--- config.mk ---
export PLATFORM = sky130hd
export DESIGN_NAME = imm_gen_pipe
export DESIGN_NICKNAME = d
export VERILOG_FILES = /design/src/rtl/imm_pkg.sv /design/src/rtl/imm_extract.sv /design/src/rtl/imm_gen_pipe.sv
export SDC_FILE = /design/constraint.sdc
export NUM_CORES = 1
export LEC_CHECK = 0
export CELL_PAD_IN_SITES_DETAIL_PLACEMENT = 0
export CELL_PAD_IN_SITES_GLOBAL_PLACEMENT = 1
export CORE_UTILIZATION = 40
export CTS_CLUSTER_DIAMETER = 50
export DETAILED_ROUTE_END_ITERATION = 12
export PLACE_DENSITY_LB_ADDON = 0.1
export SLEW_MARGIN = 10
export SYNTH_ARGS = -nofsm -noshare
export SYNTH_HDL_FRONTEND = slang
export SYNTH_HIERARCHICAL = 1
export SYNTH_SLANG_ARGS = --single-unit
--- constraint.sdc ---
create_clock -name i_Clock -period 8.43 [get_ports i_Clock]
set_input_delay 1.686 -clock i_Clock [delete_from_list [all_inputs] [get_ports i_Clock]]
set_output_delay 1.686 -clock i_Clock [all_outputs]
set_load 0.02 [all_outputs]
--- src/rtl/imm_pkg.sv ---
// rtl/imm_pkg.sv - immediate select encodings and sign-extension helper
package imm_pkg;

    localparam int IMM_SEL_W = 3;

    typedef enum logic [IMM_SEL_W-1:0] {
        IMM_U_TYPE       = 3'd0,
        IMM_J_TYPE       = 3'd1,
        IMM_I_TYPE       = 3'd2,
        IMM_S_TYPE       = 3'd3,
        IMM_B_TYPE       = 3'd4,
        IMM_CSR_UIMM     = 3'd5,
        IMM_SHAMT        = 3'd6,
        IMM_UNKNOWN_TYPE = 3'd7
    } imm_sel_e;

    // value must be zero above sign_bit; the result is the 64-bit sign extension from sign_bit
    function automatic logic [63:0] sign_extend(input logic [31:0] value, input logic [4:0] sign_bit);
        logic [63:0] fill;
        fill = {64{value[sign_bit]}} << sign_bit;
        return fill | {32'b0, value};
    endfunction

endpackage

--- src/rtl/imm_extract.sv ---
// rtl/imm_extract.sv - combinational immediate extraction for RV32/RV64
module imm_extract
    import imm_pkg::*;
#(
    parameter int XLEN = 32
) (
    input  logic [IMM_SEL_W-1:0] sel,
    input  logic [31:7]          instr,
    output logic [XLEN-1:0]      imm,
    output logic                 illegal
);

    logic [63:0] imm_full;

    always_comb begin
        imm_full = '0;
        illegal  = 1'b0;
        case (sel)
            IMM_U_TYPE:   imm_full = sign_extend({instr[31:12], 12'b0}, 5'd31);
            IMM_J_TYPE:   imm_full = sign_extend({11'b0, instr[31], instr[19:12], instr[20],
                                                  instr[30:21], 1'b0}, 5'd20);
            IMM_I_TYPE:   imm_full = sign_extend({20'b0, instr[31:20]}, 5'd11);
            IMM_S_TYPE:   imm_full = sign_extend({20'b0, instr[31:25], instr[11:7]}, 5'd11);
            IMM_B_TYPE:   imm_full = sign_extend({19'b0, instr[31], instr[7], instr[30:25],
                                                  instr[11:8], 1'b0}, 5'd12);
            IMM_CSR_UIMM: imm_full = {59'b0, instr[19:15]};
            IMM_SHAMT:    imm_full = (XLEN == 64) ? {58'b0, instr[25:20]} : {59'b0, instr[24:20]};
            default:      illegal  = 1'b1;
        endcase
    end

    assign imm = imm_full[XLEN-1:0];

    if (XLEN == 32) begin : g_rv32
        logic unused_upper;
        assign unused_upper = ^imm_full[63:32];
    end

endmodule

--- src/rtl/imm_gen_pipe.sv ---
// rtl/imm_gen_pipe.sv - two-stage immediate generator with PC-relative target
module imm_gen_pipe
    import imm_pkg::*;
#(
    parameter int XLEN          = 32,
    parameter bit ENABLE_TARGET = 1'b1
) (
    input  logic                 i_Clock,
    input  logic                 i_Reset,
    input  logic                 i_Flush,
    input  logic                 i_Valid,
    output logic                 o_Ready,
    input  logic [IMM_SEL_W-1:0] i_Imm_Select,
    input  logic [24:0]          i_Instruction_No_Opcode,
    input  logic [XLEN-1:0]      i_PC,
    output logic                 o_Valid,
    input  logic                 i_Ready,
    output logic [XLEN-1:0]      o_Immediate,
    output logic [XLEN-1:0]      o_Target,
    output logic                 o_Illegal
);

    logic                 s1_valid_q, s1_valid_d;
    logic [IMM_SEL_W-1:0] s1_sel_q, s1_sel_d;
    logic [31:7]          s1_instr_q, s1_instr_d;
    logic [XLEN-1:0]      s1_pc_q, s1_pc_d;

    logic                 s2_valid_q, s2_valid_d;
    logic [XLEN-1:0]      s2_imm_q, s2_imm_d;
    logic [XLEN-1:0]      s2_target_q, s2_target_d;
    logic                 s2_illegal_q, s2_illegal_d;

    logic                 s2_accept;
    logic                 in_fire;
    logic [XLEN-1:0]      ext_imm;
    logic                 ext_illegal;
    logic [XLEN-1:0]      target_sum;

    imm_extract #(.XLEN(XLEN)) u_extract (
        .sel     (s1_sel_q),
        .instr   (s1_instr_q),
        .imm     (ext_imm),
        .illegal (ext_illegal)
    );

    if (ENABLE_TARGET) begin : g_target
        assign target_sum = s1_pc_q + ext_imm;
    end else begin : g_no_target
        logic unused_pc;
        assign target_sum = '0;
        assign unused_pc  = ^s1_pc_q;
    end

    // S2 can take a new entry when empty or when its current entry leaves this edge
    assign s2_accept = !s2_valid_q || i_Ready;
    assign o_Ready   = !i_Reset && !i_Flush && (!s1_valid_q || s2_accept);
    assign in_fire   = i_Valid && o_Ready;

    always_comb begin
        s1_valid_d   = s1_valid_q;
        s1_sel_d     = s1_sel_q;
        s1_instr_d   = s1_instr_q;
        s1_pc_d      = s1_pc_q;
        s2_valid_d   = s2_valid_q;
        s2_imm_d     = s2_imm_q;
        s2_target_d  = s2_target_q;
        s2_illegal_d = s2_illegal_q;

        if (in_fire) begin
            s1_sel_d   = i_Imm_Select;
            s1_instr_d = i_Instruction_No_Opcode;
            s1_pc_d    = i_PC;
        end
        if (o_Ready) begin
            s1_valid_d = i_Valid;
        end
        if (s2_accept) begin
            s2_valid_d = s1_valid_q;
            if (s1_valid_q) begin
                s2_imm_d     = ext_imm;
                s2_target_d  = target_sum;
                s2_illegal_d = ext_illegal;
            end
        end
        // Flush wins over any concurrent output transfer
        if (i_Flush) begin
            s1_valid_d = 1'b0;
            s2_valid_d = 1'b0;
        end
    end

    always_ff @(posedge i_Clock or posedge i_Reset) begin
        if (i_Reset) begin
            s1_valid_q   <= 1'b0;
            s1_sel_q     <= '0;
            s1_instr_q   <= '0;
            s1_pc_q      <= '0;
            s2_valid_q   <= 1'b0;
            s2_imm_q     <= '0;
            s2_target_q  <= '0;
            s2_illegal_q <= 1'b0;
        end else begin
            s1_valid_q   <= s1_valid_d;
            s1_sel_q     <= s1_sel_d;
            s1_instr_q   <= s1_instr_d;
            s1_pc_q      <= s1_pc_d;
            s2_valid_q   <= s2_valid_d;
            s2_imm_q     <= s2_imm_d;
            s2_target_q  <= s2_target_d;
            s2_illegal_q <= s2_illegal_d;
        end
    end

    assign o_Valid     = s2_valid_q;
    assign o_Immediate = s2_imm_q;
    assign o_Target    = s2_target_q;
    assign o_Illegal   = s2_illegal_q;

endmodule

==> out/qor.yml, run 1 <==
hold_path:
  hold_end: "o_Target[0]$_DFFE_PP0P_"
  hold_class: "reg2reg"
  holdPathStages: 2
  hold_start: "o_Target[0]$_DFFE_PP0P_"
timing:
  clock.fmax_ghz: 0.2010
  slew_headroom_pct: 33.53
  fin_skew_ns: 0.008327
  period_share_pct: 59.02
  period_minus_slack_ns: 4.975
  setup_ws_ns: 3.455
  finalMaxSlewViolations: 0
  setup_violations: 0
  hold_viol_final: 0
  setup_tns_ns: 0
  tightest_slew_ns: 0.9970
  hold_ws_ns: 0.4731
  rsz0062_at_grt: "false"
synth:
  synth.yosys.seq_area_share_pct: 44.95
  ys_ff_latch: 127
  synthAdderAreaFrac_pct: 5.769
  synth_mux_area_share_pct: 10.83
  synthDistinctLibCells: 63
  avgSynthCellArea_um2: 9.555
  synth_xor_area_share_pct: 2.725
  netlist_instances: 740
  synthArstFlopShare_pct: 100.0
  synth_top_family_by_area: "compound AO/OA/AOI/OAI gates"
  yosysWarnings: 6
  synth_edf_count: 0
  synth_area_mm2: 0.007071
  synth.most_common_cell: "nand2_1"
  ys_top_cells_by_area: "dfrtp_1 45%, mux2_2 9.6%, nand2_1 8.9%"
  synth.top_cell.area_share_pct: 44.95
  synth-main-ff-cell: "dfrtp_1"
  synth_area_leader_cell: "dfrtp_1"
  syn-num-nets: 837
  synth_compound_area_share_pct: 16.42
  synth_common_cells: "167 x nand2_1, 127 x dfrtp_1, 60 x mux2_2"
  synth-simple-area-share_pct: 16.05
finish:
  seqCellArea_mm2: 0.003178
  final_area_mm2: 0.009159
  multi_input_area_mm2: 0.003670
  fillers: 1566
  nNetsFinal: 948
  synthToLayoutAreaGrowth_pct: 29.53
  drive_above_1_share_pct: 13.89
  n_antenna_cell: 0
die:
  core_area_mm2: 0.01730
  die_width_um: 135.0
  initial_core_util_pct: 40.88
  io_pins: 132
  rows: 48
  dieArea_mm2: 0.01821
  die_height_um: 135.0
detailed_routing:
  dr.pass1.iters: 5
  vias_per_cell: 5.390
  num_vias: 5870
  wl_per_cell_um: 18.15
  drt_first_iter_violations: 334
  drtAntennaViolNets: 0
  drt-total-wl_um: 19770
  drc: 0
clocking:
  post_cts_resized: 0
  clock_latency_ns: 0.42
  post-cts-setup-buffers: 0
  cts.sink_count: 127
  cts-root-buf: "clkbuf_16"
  cts.clk_slew.worst_paths_ns: 0.06
  cts_hold_buffers: 0
  cts_tree: "built"
  clockBufferDepth: 2
  h-tree-depth: 4
  cts_buffers: 17
worst_setup_path:
  r2r-end: "o_Target[22]$_DFFE_PP0P_"
  r2r_start: "s1_sel_q[2]$_DFFE_PP0P_"
  cpMostUsedCell: "clkdlybuf4s50_1"
  crit_type: "in2out"
  cp-start-kind: "primary input"
  crit_required_ns: 6.74
  crit_slowest_cell: "clkdlybuf4s50_1"
  worstPathMaxFanout: 4
  endpoint_kind: "primary output"
  r2r_slack_ns: 4.20
  slowest_delay_ns: 0.68
  worstPathCellList: "clkdlybuf4s50_1, nor2b_1, a211oi_1, clkdlybuf4s50_1"
  path_buf_inv: 2
  worstPathArrival_ns: 3.29
  crit_family: "buffers and inverters"
  r2r.worst_path.cells: 12
placed_design:
  routabilityCongestion: 0.8327
  dpl.hpwl_um: 14410
  post_dp_cell_area_mm2: 0.008511
  dp_slack_ns: 3.459
  io_buffers: 131
global_routing:
  grtUsageTotal_pct: 22.70
  grt_pass1_vias: 5679
  antenna_found_initial: 0
  grt_max_degree: 101
  grt-ovfl-total: 0
  grt_pass1_wl_um: 31330
status:
  outcome: "completed"
pwr:
  leakage_uw: 0.004074
  peakVddDrop_uv: 158.5
  power_density_mw_per_mm2: 339.6
run:
  drv_cap: 0
[cell families (layout without fill, tap and decap cells)]
family | Yosys count | after routing
AND/OR/NAND/NOR | 260 | 260
adder cells (fa/ha/maj) | 32 | 32
flip-flops | 127 | 127
XOR/XNOR | 22 | 22
multiplexers | 67 | 67
AO/OA/AOI/OAI | 179 | 179
buffers and inverters | 53 | 177
[stage by stage]
| stage | utilization (%) | cells | power, µW |
|---|---|---|---|
| global placement | 49.20 | 1057 | 2292 |
| CTS | 52.95 | 1089 | 3128 |
| detailed placement | 49.20 | 1057 | 2307 |
| global route | 52.95 | 1089 | 3300 |
| floorplan | - | 740 | 1780 |
| finish | 52.95 | 1089 | 3110 |
[layout make-up]
class,count,share of cell area [%]
flip-flops and latches,127,34.70
well taps,225,3.074
clock buffers,20,5.096
multi-input cells,560,40.07
repair buffers,135,14.64
clock inverters,12,1.981
inverters,10,0.4372
[power by group]
part / internal (µW) / switching (µW)
logic: 595 / 783
registers: 789 / 134
clock network: 520 / 288
total: 1910 / 1210
[state kept, by name, summed over array words and instances (netlist names)]
register and flops:
s1_instr_q 25, o_Immediate 32, s1_pc_q 32, o_Valid 1, o_Illegal 1, o_Target 32
s1_valid_q 1, s1_sel_q 3
[worst register-to-register path, cell delays in order, from the launching register on]
cell,delay [ns]
dfrtp_1,0.96
nor2b_2,0.27
a22o_1,0.27
a32o_1,0.23
ha_1,0.23
fa_1,0.43
a21oi_1,0.24
o22ai_1,0.17
o21a_1,0.23
nor3_1,0.35
o21ai_0,0.33
xnor2_1,0.27
o21ai_0,0.09
[cell usage in the layout (no fill, tap or decap), types with 5 or more instances in the layout]
master           synthesis  layout
xnor2_1                 11      11
xor2_1                  11      11
mux2_2                  60      60
inv_1                    9       8
a211o_1                  5       5
and3_1                   7       7
a31oi_1                  8       8
dfrtp_1                127     127
nand2_1                167     166
a21o_1                  13      13
nand3_1                 15      15
nor3_1                   6       6
nand4_1                 10      10
clkbuf_16                0      17
a211oi_1                 6       6
nand2b_1                 6       5
a21oi_1                 50      50
o21ai_0                 47      47
ha_1                    31      31
o21ai_1                 10      10
clkdlybuf4s50_1          0     131
and2_1                   9       9
a221oi_2                 5       5
nor2_1                  25      25
[metal layers]
metal | GRT usage (%) | share of wire [%] | up-vias
li1 | - | - | 2835
met1 | 33.74 | 50 | 2841
met2 | 33.76 | 44 | 184
met3 | 3.641 | 4.6 | 10
met4 | 6.742 | 0.97 | 0
met5 | 0 | 0 | -
[worst max path at each step]
stage	from	slack, ns	depth (start not counted)	end
after CTS	i_Ready	3.45	4	o_Ready
final	i_Ready	3.45	4	o_Ready
after detailed placement	i_Ready	3.46	4	o_Ready
after global placement	i_Ready	3.47	4	o_Ready
after global routing	i_Ready	3.31	4	o_Ready
after floorplan	i_Reset	3.36	1	o_Illegal$_DFFE_PP0P_
(Power assumes the default switching activity.)
==> inputs of run 2 (changes only) <==
CORE_UTILIZATION = 36   (was 40)
clock period = 4.1 ns   (was 8.43 ns; I/O delays follow)
==> out/qor.yml, run 2 (same netlist as run 1, synthesis figures left out) <==
worst_setup_path:
  worstPathArrival_ns: 4.17  # +0.88 ns
  cp-start-kind: "flip-flop"
  worstPathMaxFanout: 19  # +15
  worstPathCellList: "nor2_2, nand3_2, o21ai_0, ha_1, a21o_1, a31oi_2, o221ai_2, a221oi_2, o21ai_0, or3_1, nand3_1"
  crit_type: "reg2reg"
  endpoint_kind: "flip-flop"
  cpMostUsedCell: "o21ai_0"
  crit_required_ns: 4.46  # -2.28 ns
  crit_slowest_cell: "dfrtp_1"
  slowest_delay_ns: 0.59  # -0.09 ns
  crit_family: "compound AO/OA/AOI/OAI gates"
  path_buf_inv: 0  # -2
status:
  outcome: "completed"
hold_path:
  hold_class: "reg2reg"
finish:
  layout_common_cells: "166 x nand2_1, 131 x clkdlybuf4s50_1, 126 x dfrtp_1"
  layout_commonest_cell: "nand2_1"
  nNetsFinal: 951  # +0.32%
  synthToLayoutAreaGrowth_pct: 30.35
  drive_above_1_share_pct: 14.30  # +0.41 points
  n_antenna_cell: 0  # unchanged
global_routing:
  antenna_found_initial: 0  # unchanged
  use_met1_pct: 30.36  # -3.4 points
  grt_pass1_vias: 5972  # +5.2%
  grt_pass1_wl_um: 32680  # +4.3%
  met2_usage_pct: 32.69  # -1.1 points
  grtUsageTotal_pct: 21.34  # -1.4 points
  gr-max-usage-layer: "met2"
  grt_max_degree: 128  # +27%
  gr-usage-met3_pct: 4.172  # +0.53 points
  grt-ovfl-total: 0  # unchanged
die:
  die_height_um: 142.1  # +5.3%
  io_pins: 132  # unchanged
  dieArea_mm2: 0.02021  # +11%
  initial_core_util_pct: 37.30  # -3.6 points
  rows: 50  # +4.2%
  die_width_um: 142.1  # +5.3%
  core_area_mm2: 0.01896  # +9.6%
clocking:
  cts_buffers: 17  # unchanged
  cts_tree: "built"
  clock_latency_ns: 0.42  # about the same
  cts.sink_count: 127  # unchanged
  cts_hold_buffers: 0  # unchanged
  h-tree-depth: 4  # unchanged
  cts.clk_slew.worst_paths_ns: 0.06  # about the same
  cts-root-buf: "clkbuf_16"
  clockBufferDepth: 2  # unchanged
timing:
  tightest_slew_ns: 0.8338  # -0.1632 ns
  hold_ws_ns: 0.4744  # +0.001241 ns
  period_share_pct: 92.93
  clock.fmax_ghz: 0.2625
  period_minus_slack_ns: 3.810
  hold_viol_final: 0  # unchanged
  setup_violations: 0  # unchanged
  rsz0062_at_grt: "false"
  slew_headroom_pct: 44.41  # +11 points
  fin_skew_ns: 0.01003  # +0.001705 ns
  finalMaxSlewViolations: 0  # unchanged
  setup_tns_ns: 0  # unchanged
detailed_routing:
  dr.pass1.iters: 5  # unchanged
  drt-total-wl_um: 20580  # +4.1%
  num_vias: 5889  # +0.32%
  wl_per_cell_um: 18.26  # +0.60%
  drc: 0  # unchanged
  vias_per_cell: 5.225  # -3.1%
  drtAntennaViolNets: 0  # unchanged
  drt_first_iter_violations: 324  # -3.0%
pwr:
  p_total_uw: 6363  # +100%
  leakage_uw: 0.004076  # about the same
  power_density_mw_per_mm2: 690.4  # +100%
  peakVddDrop_uv: 329.4  # +110%
run:
  drv_cap: 0  # unchanged
placed_design:
  dpl.hpwl_um: 15310  # +6.3%
  io_buffers: 131  # unchanged
  routabilityCongestion: 0.8300  # -0.32%
[run 2: cell types whose count changed in the layout (fill, tap and decap cells not counted), sizes merged]
cell	delta
inv	+4
buf	+3
clkbuf	-2
clkinv	-2
bufinv	-1
clkinvlp	+1
[run 2: final timing paths]
check | end | slack (ns) | from | cells past startpoint
worst max register to register | o_Target[28]$_DFFE_PP0P_ | 0.29 | s1_sel_q[1]$_DFFE_PP0P_ | 11
max in group asynchronous | s1_sel_q[0]$_DFFE_PP0P_ | 2.57 | i_Reset | 3
worst min-delay path | o_Target[0]$_DFFE_PP0P_ | 0.47 | o_Target[0]$_DFFE_PP0P_ | 2
worst min register to register | o_Target[0]$_DFFE_PP0P_ | 0.47 | o_Target[0]$_DFFE_PP0P_ | 2
worst max-delay path | o_Target[28]$_DFFE_PP0P_ | 0.29 | s1_sel_q[1]$_DFFE_PP0P_ | 11
min in group asynchronous | o_Target[23]$_DFFE_PP0P_ | 1.00 | i_Reset | 3
[run 2: final cells by class]
class	instances	area [µm²]
Fill cell	1785	9739
Multi-Input combinational cell	560	3675
Sequential cell	127	3179
Timing Repair Buffer	138	1376
Clock buffer	18	439.2
Tap cell	260	325.3
Clock inverter	14	180.2
Inverter	10	41.29
[run 2: power breakdown]
group,total (µW),leakage (µW),switching [µW],internal (µW)
logic,2860,0.00221,1630,1230
clock network,1590,0.000304,605,985
registers,1910,0.00156,287,1620
total,6360,0.00408,2520,3840
[run 2: timing repair]
action	CTS	global route
setup buffers	0	0
setup endpoints to repair	0	6
resized for setup	0	1
[run 2: tightest hold or removal path, cell delays in order, from the launching register on]
cell and delay (ns):
dfrtp_1 0.34, nand2_1 0.05, nand2_1 0.06
[run 2: metrics by stage]
step                cell area (µm²)  std cells  setup WS [ns]  utilization, %
floorplan                      7074        740         0.9799               -
global placement               8596       1095         0.4184           45.35
detailed placement             8596       1095         0.2289           45.35
CTS                            9215       1127         0.2170           48.61
global route                   9216       1127        0.02463           48.62
finish                         9216       1127         0.2898           48.62
[run 2: layer usage]
layer  wire length [µm]  vias to the layer above
met2               9214                      144
li1                   -                     2855
met5                  0                        -
met1              10200                     2868
met3                828                       22
met4                334                        0
